<file path="src/rtl/exunit_br_pipe.sv">
// Pipelined branch/jump execution unit: resolves JAL/JALR/conditional branches, checks the
// prediction, and delivers tagged results through a LAT-deep stall-collapsing valid/ready pipe.
module exunit_br_pipe #(
    parameter int unsigned DATA_W = 32,
    parameter int unsigned PC_W   = 32,
    parameter int unsigned TAG_W  = 6,
    parameter int unsigned LAT    = 2,
    parameter int unsigned CNT_W  = 16
) (
    input  logic              clk,
    input  logic              rst_n,
    output logic              o_accessable,
    input  logic              i_is_vld,
    input  logic [TAG_W-1:0]  i_tag,
    input  logic              i_is_jal,
    input  logic              i_is_jalr,
    input  logic [2:0]        i_br_op,
    input  logic [DATA_W-1:0] i_rs1,
    input  logic [DATA_W-1:0] i_rs2,
    input  logic [PC_W-1:0]   i_pc,
    input  logic [DATA_W-1:0] i_imm,
    input  logic [PC_W-1:0]   i_pred_jmpaddr,
    input  logic              i_flush,
    input  logic              i_out_rdy,
    output logic              o_exfin,
    output logic [TAG_W-1:0]  o_exfin_tag,
    output logic [PC_W-1:0]   o_exfin_jmpaddr,
    output logic              o_exfin_jmpcond,
    output logic              o_exfin_jal_jalr,
    output logic [DATA_W-1:0] o_exfin_link,
    output logic              o_exfin_prsuc,
    output logic              o_exfin_prmiss,
    output logic [CNT_W-1:0]  o_exec_cnt,
    output logic [CNT_W-1:0]  o_miss_cnt
);

    typedef struct packed {
        logic [TAG_W-1:0]  tag;
        logic [PC_W-1:0]   jmpaddr;
        logic              jmpcond;
        logic              jal_jalr;
        logic [DATA_W-1:0] link;
        logic              prsuc;
    } res_t;

    res_t             stage_q [LAT];
    res_t             stage_d [LAT];
    logic [LAT-1:0]   valid_q, valid_d;
    logic [LAT-1:0]   ready;
    logic [CNT_W-1:0] exec_cnt_q, exec_cnt_d;
    logic [CNT_W-1:0] miss_cnt_q, miss_cnt_d;

    res_t            res_in;
    logic [PC_W-1:0] pc_imm, pc_4, jalr_sum, jmpaddr;
    logic            eq, lt, ltu, taken;
    logic            accept, handshake;

    // Resolution of the instruction presented this cycle.
    always_comb begin
        pc_imm   = i_pc + i_imm[PC_W-1:0];
        pc_4     = i_pc + PC_W'(4);
        jalr_sum = i_rs1[PC_W-1:0] + i_imm[PC_W-1:0];
        eq       = (i_rs1 == i_rs2);
        lt       = ($signed(i_rs1) < $signed(i_rs2));
        ltu      = (i_rs1 < i_rs2);
        case (i_br_op)
            3'b000:  taken = eq;
            3'b001:  taken = !eq;
            3'b100:  taken = lt;
            3'b101:  taken = !lt;
            3'b110:  taken = ltu;
            3'b111:  taken = !ltu;
            default: taken = 1'b0;
        endcase

        if (i_is_jal) begin
            jmpaddr = pc_imm;
        end else if (i_is_jalr) begin
            jmpaddr = {jalr_sum[PC_W-1:1], 1'b0};
        end else if (taken) begin
            jmpaddr = pc_imm;
        end else begin
            jmpaddr = pc_4;
        end

        res_in.tag      = i_tag;
        res_in.jmpaddr  = jmpaddr;
        res_in.jmpcond  = i_is_jal | i_is_jalr | taken;
        res_in.jal_jalr = i_is_jal | i_is_jalr;
        res_in.link     = DATA_W'(pc_4);
        res_in.prsuc    = (jmpaddr == i_pred_jmpaddr);
    end

    // Stage k can load when any stage at or after it is empty, or the consumer is ready.
    // Depends only on valid bits and i_out_rdy, never on i_is_vld.
    always_comb begin
        ready = '0;
        for (int k = 0; k < LAT; k++) begin
            ready[k] = i_out_rdy;
            for (int j = k; j < LAT; j++) begin
                if (!valid_q[j]) begin
                    ready[k] = 1'b1;
                end
            end
        end
    end

    assign accept    = i_is_vld && ready[0] && !i_flush;
    assign handshake = valid_q[LAT-1] && i_out_rdy;

    always_comb begin
        valid_d = valid_q;
        stage_d = stage_q;
        if (ready[0]) begin
            valid_d[0] = accept;
            if (accept) begin
                stage_d[0] = res_in;
            end
        end
        for (int k = 1; k < LAT; k++) begin
            if (ready[k]) begin
                valid_d[k] = valid_q[k-1];
                if (valid_q[k-1]) begin
                    stage_d[k] = stage_q[k-1];
                end
            end
        end
        if (i_flush) begin
            valid_d = '0;
        end
    end

    // Counters count the handshake even in a flush cycle; they saturate instead of wrapping.
    always_comb begin
        exec_cnt_d = exec_cnt_q;
        miss_cnt_d = miss_cnt_q;
        if (handshake && (exec_cnt_q != {CNT_W{1'b1}})) begin
            exec_cnt_d = exec_cnt_q + CNT_W'(1);
        end
        if (handshake && !stage_q[LAT-1].prsuc && (miss_cnt_q != {CNT_W{1'b1}})) begin
            miss_cnt_d = miss_cnt_q + CNT_W'(1);
        end
    end

    always_ff @(posedge clk) begin
        if (!rst_n) begin
            valid_q    <= '0;
            exec_cnt_q <= '0;
            miss_cnt_q <= '0;
        end else begin
            valid_q    <= valid_d;
            exec_cnt_q <= exec_cnt_d;
            miss_cnt_q <= miss_cnt_d;
        end
    end

    always_ff @(posedge clk) begin
        stage_q <= stage_d;
    end

    assign o_accessable     = ready[0];
    assign o_exfin          = valid_q[LAT-1];
    assign o_exfin_tag      = stage_q[LAT-1].tag;
    assign o_exfin_jmpaddr  = stage_q[LAT-1].jmpaddr;
    assign o_exfin_jmpcond  = stage_q[LAT-1].jmpcond;
    assign o_exfin_jal_jalr = stage_q[LAT-1].jal_jalr;
    assign o_exfin_link     = stage_q[LAT-1].link;
    assign o_exfin_prsuc    = valid_q[LAT-1] & stage_q[LAT-1].prsuc;
    assign o_exfin_prmiss   = valid_q[LAT-1] & !stage_q[LAT-1].prsuc;
    assign o_exec_cnt       = exec_cnt_q;
    assign o_miss_cnt       = miss_cnt_q;

endmodule

</file>
<file path="config.mk">
export PLATFORM = sky130hd
export DESIGN_NAME = exunit_br_pipe
export DESIGN_NICKNAME = d
export VERILOG_FILES = /design/src/rtl/exunit_br_pipe.sv
export SDC_FILE = /design/constraint.sdc
export NUM_CORES = 1
export LEC_CHECK = 0
export ABC_AREA = 0
export BUFFER_PORTS_ARGS = -buffer_cell sky130_fd_sc_hd__buf_2
export CAP_MARGIN = 20
export CORE_ASPECT_RATIO = 0.9
export CORE_MARGIN = 3
export CORE_UTILIZATION = 40
export DETAILED_ROUTE_END_ITERATION = 10
export SLEW_MARGIN = 10
export SYNTH_ARGS = -nofsm -noshare
export SYNTH_HDL_FRONTEND = slang
export SYNTH_SLANG_ARGS = --single-unit
</file>
<file path="constraint.sdc">
create_clock -name clk -period 13.1 [get_ports clk]
set_input_delay 1.31 -clock clk [delete_from_list [all_inputs] [get_ports clk]]
set_output_delay 1.31 -clock clk [all_outputs]
set_load 0.02 [all_outputs]
</file>
==> results.md <==
* Outcome: finished clean
* IO Pins at 284
* Cts hold-fix bufs at 0
* Cts bufs inserted at 17
* Initial Utilization at 40.8%
* Yosys warnings at 0
* Area growth, synth to finish at 15.2%
* Core Area at 31100 µm²
* Post-synthesis sequential area ratio at 39.8%
* Total gr overflow at 0
* Post-DR wirelength/cell at 21.1 µm
* Hold path start: stage_q[133]$_DFFE_PP_
* CTS Root Cell: clkbuf_16
* First-pass GRT wire length at 61600 µm
* Nets at 1781
* Clock sinks at 180
* Critical path peak fanout at 7
* Pre-Repair DR Iteration Count at 5
* Row count at 61
* Gr usage total at 23.5%
* Worst Hold Depth at 0
* Worst R2R Path Depth at 11
* GPL Wtd Cong at 0.936
* Cell Area, Placed at 14100 µm²
* Critical Path RT at 13350 ps
* HPWL Detailed at 33300 µm
* Asr flop ratio synth at 0%
* Detailed-route DRC error count at 0
* RSZ-0062 raised after global routing: no
* H-tree levels at 4
* 1st-iter DRT viols at 705
* Cells resized by post-CTS repair at 0
* Worst hold path type: reg2reg
* Worst setup SP type: input port
* Post-synth EDFFs at 146
* CTS tree: built
* CTS Buffer Depth at 2
* Int Pwr at 1.07 mW
* Fin area at 14600 µm²
* Hold path endpoint: o_exfin_jmpaddr[25]$_DFFE_PP_
* Comb pwr share at 27.4%
* Share of post-route cells with drive strength above 1 at 23.8%
* PortBufs at 283
* DRT Wirelength at 40700 µm
* Syn Nets at 1567
* Fill cells at 3009
* Period utilization at 40.0%
* Die width at 194 µm
* Clock transition at path regs at 80 ps
* Leak at 6.23 nW
* Total Die Area at 34000 µm²
* Primary FF master, synth: edfxtp_1
* Fmax at 191 MHz
* Worst-Skew Late Latency at 430 ps
* Storage element area at 5060 µm²
* Flops & latches, synth at 180
* Type of the worst setup path: in2reg
* Normalized max-slew margin at 32.0%
* Mapped cell area at 12700 µm²
* Vias after detailed routing at 10700
* Post-Syn Instances at 1293
* Sw frac at 32.3%
* Skew final at 15.8 ps
* Fin Hold WS at 414 ps
* Slew Limit Fails at 0
* Commonest non-fill, non-tap cell in the layout: buf_2
* Max VDD drop at 81.4 µV
* Final Util at 47.0%
* Most frequent cells in the layout: buf_2, edfxtp_1, ha_1
* Setup violators final at 0
* Reg power frac at 41.9%
* Critical path arrival at 5490 ps
* Vias in the first global route at 10400
* Die Y at 175 µm
* R2r endpoint: o_exec_cnt[15]$_SDFFE_PN0P_
* Clock network fraction of total power at 30.6%
* Post-CTS Repair Setup Buffers at 0
* Slew at the pin closest to its max-slew limit at 1020 ps
* Post-DRT Antenna Nets at 0
* Footprint of the multi-input gates at 6730 µm²
* Max-cap violations at 0
* Endpoints failing hold at 0
* Netlist cell types at 93
* Largest net degree at the start of global routing at 74
* Via density at 5.53
* Setup_tns at 0 ps
* Sw power at 512 µW
* Pwr Density at 108 nW/µm²
* Fin crit period at 5240 ps
* Crit. End Element: register
* Initial antenna violation count at 6
* R2R setup slack at 10530 ps
* R2r startpoint: o_exec_cnt[6]$_SDFFE_PN0P_
* Post-Syn Area per Cell at 9.83 µm²
flip-flops by register name (all words and copies together), names as in the netlist:
| name | flops |
|---|---|
| stage_q | 74 |
| o_exec_cnt | 16 |
| o_exfin_link | 32 |
| o_miss_cnt | 16 |
| valid_q | 2 |
| o_exfin_jmpaddr | 32 |
| o_exfin_jmpcond | 1 |
| o_exfin_tag | 6 |
| o_exfin_jal_jalr | 1 |
routing by layer:
layer	global-route usage, %	share of wire (%)	vias to the layer above
met1	34.1	48	5038
met2	36.7	44	413
li1	-	-	5176
met5	0	0.084	-
met3	3.49	6.0	55
met4	6.52	2.3	6
synthesized netlist by cell type, types with 4 or more instances:
master | number | area, µm²
xor2_1 | 48 | 420
nand3_1 | 54 | 270
o21ai_0 | 41 | 205
dfxtp_1 | 34 | 681
nor4_1 | 11 | 68.8
clkbuf_1 | 20 | 75.1
and3_1 | 21 | 131
a21oi_1 | 76 | 380
or3_1 | 8 | 50.1
a211oi_1 | 9 | 67.6
o211ai_1 | 16 | 120
or2_2 | 4 | 25.0
and4_1 | 8 | 70.1
edfxtp_1 | 146 | 4380
o22ai_1 | 8 | 50.1
a211o_1 | 6 | 52.6
nor2b_1 | 10 | 62.6
nand2b_1 | 8 | 50.1
a22o_1 | 12 | 105
o21a_1 | 10 | 75.1
o31ai_1 | 8 | 60.1
and2_1 | 34 | 213
a22oi_1 | 14 | 105
a21o_1 | 26 | 195
a31oi_1 | 12 | 75.1
xnor2_1 | 73 | 639
nand2_1 | 84 | 315
buf_4 | 71 | 533
a221oi_1 | 5 | 43.8
ha_1 | 96 | 1200
nor2_1 | 87 | 327
mux2i_1 | 10 | 100
inv_1 | 74 | 278
buf_2 | 4 | 20.0
nor3_1 | 18 | 90.1
nand4_1 | 29 | 181
a21boi_0 | 8 | 60.1
area by class of cell:
cell class / count / area share, %
antenna: 4 / 0.0684
clock buffer: 18 / 3.00
clock inverter: 14 / 0.829
inverter: 77 / 1.97
multi-input combinational: 940 / 46.0
sequential: 180 / 34.6
tap: 409 / 3.50
timing repair buffer: 291 / 10.1
critical path, cell delays in order:
cell and delay (ps):
buf_2 140, ha_1 340, nand4_1 190, nor4_1 480, nand4_1 170, xor2_1 240
nor3_4 70, a311oi_4 360, nand3_1 400, o311a_1 510, xor2_1 170, a2111oi_0 720
nand4_1 220, nor4_2 160
stage by stage:
| step | total power, mW | worst slack [ps] | std cells |
|---|---|---|---|
| after floorplan | 0.955 | 7960 | 1293 |
| after global placement | 1.11 | 7360 | 1896 |
| after detailed placement | 1.10 | 7360 | 1896 |
| after CTS | 1.60 | 7790 | 1928 |
| after global routing | 1.66 | 7500 | 1932 |
| final | 1.58 | 7860 | 1933 |
worst max-delay path by stage:
stage,start,endpoint,cells past startpoint
2_1_floorplan,i_out_rdy,o_exfin_jal_jalr$_DFFE_PP_,2
3_3_place_gp,i_rs1[31],stage_q[73]$_DFFE_PP_,14
3_5_place_dp,i_rs1[31],stage_q[73]$_DFFE_PP_,14
4_1_cts,i_rs1[31],stage_q[73]$_DFFE_PP_,14
5_1_grt,i_rs1[31],stage_q[73]$_DFFE_PP_,14
6_report,i_rs1[31],stage_q[73]$_DFFE_PP_,14
logic make-up (layout without fill, tap and decap cells):
logic type | count (synthesis) | in the layout | synth area share [%]
AND/OR/NAND/NOR | 394 | 394 | 16.1
AO/OA/AOI/OAI | 314 | 314 | 17.5
flip-flops | 180 | 180 | 39.8
buffers and inverters | 173 | 400 | 7.30
XOR/XNOR | 121 | 121 | 8.34
adder cells (fa/ha/maj) | 98 | 98 | 9.76
multiplexers | 13 | 13 | 1.14
other | 0 | 4 | 0
power groups by stage:
stage | clock network [mW] | registers, mW | logic (mW)
after floorplan | 0 | 0.675 | 0.280
after global placement | 0 | 0.677 | 0.429
after detailed placement | 0 | 0.677 | 0.427
after CTS | 0.502 | 0.665 | 0.429
after global routing | 0.522 | 0.667 | 0.475
final | 0.485 | 0.664 | 0.434
(Power assumes the default switching activity.)
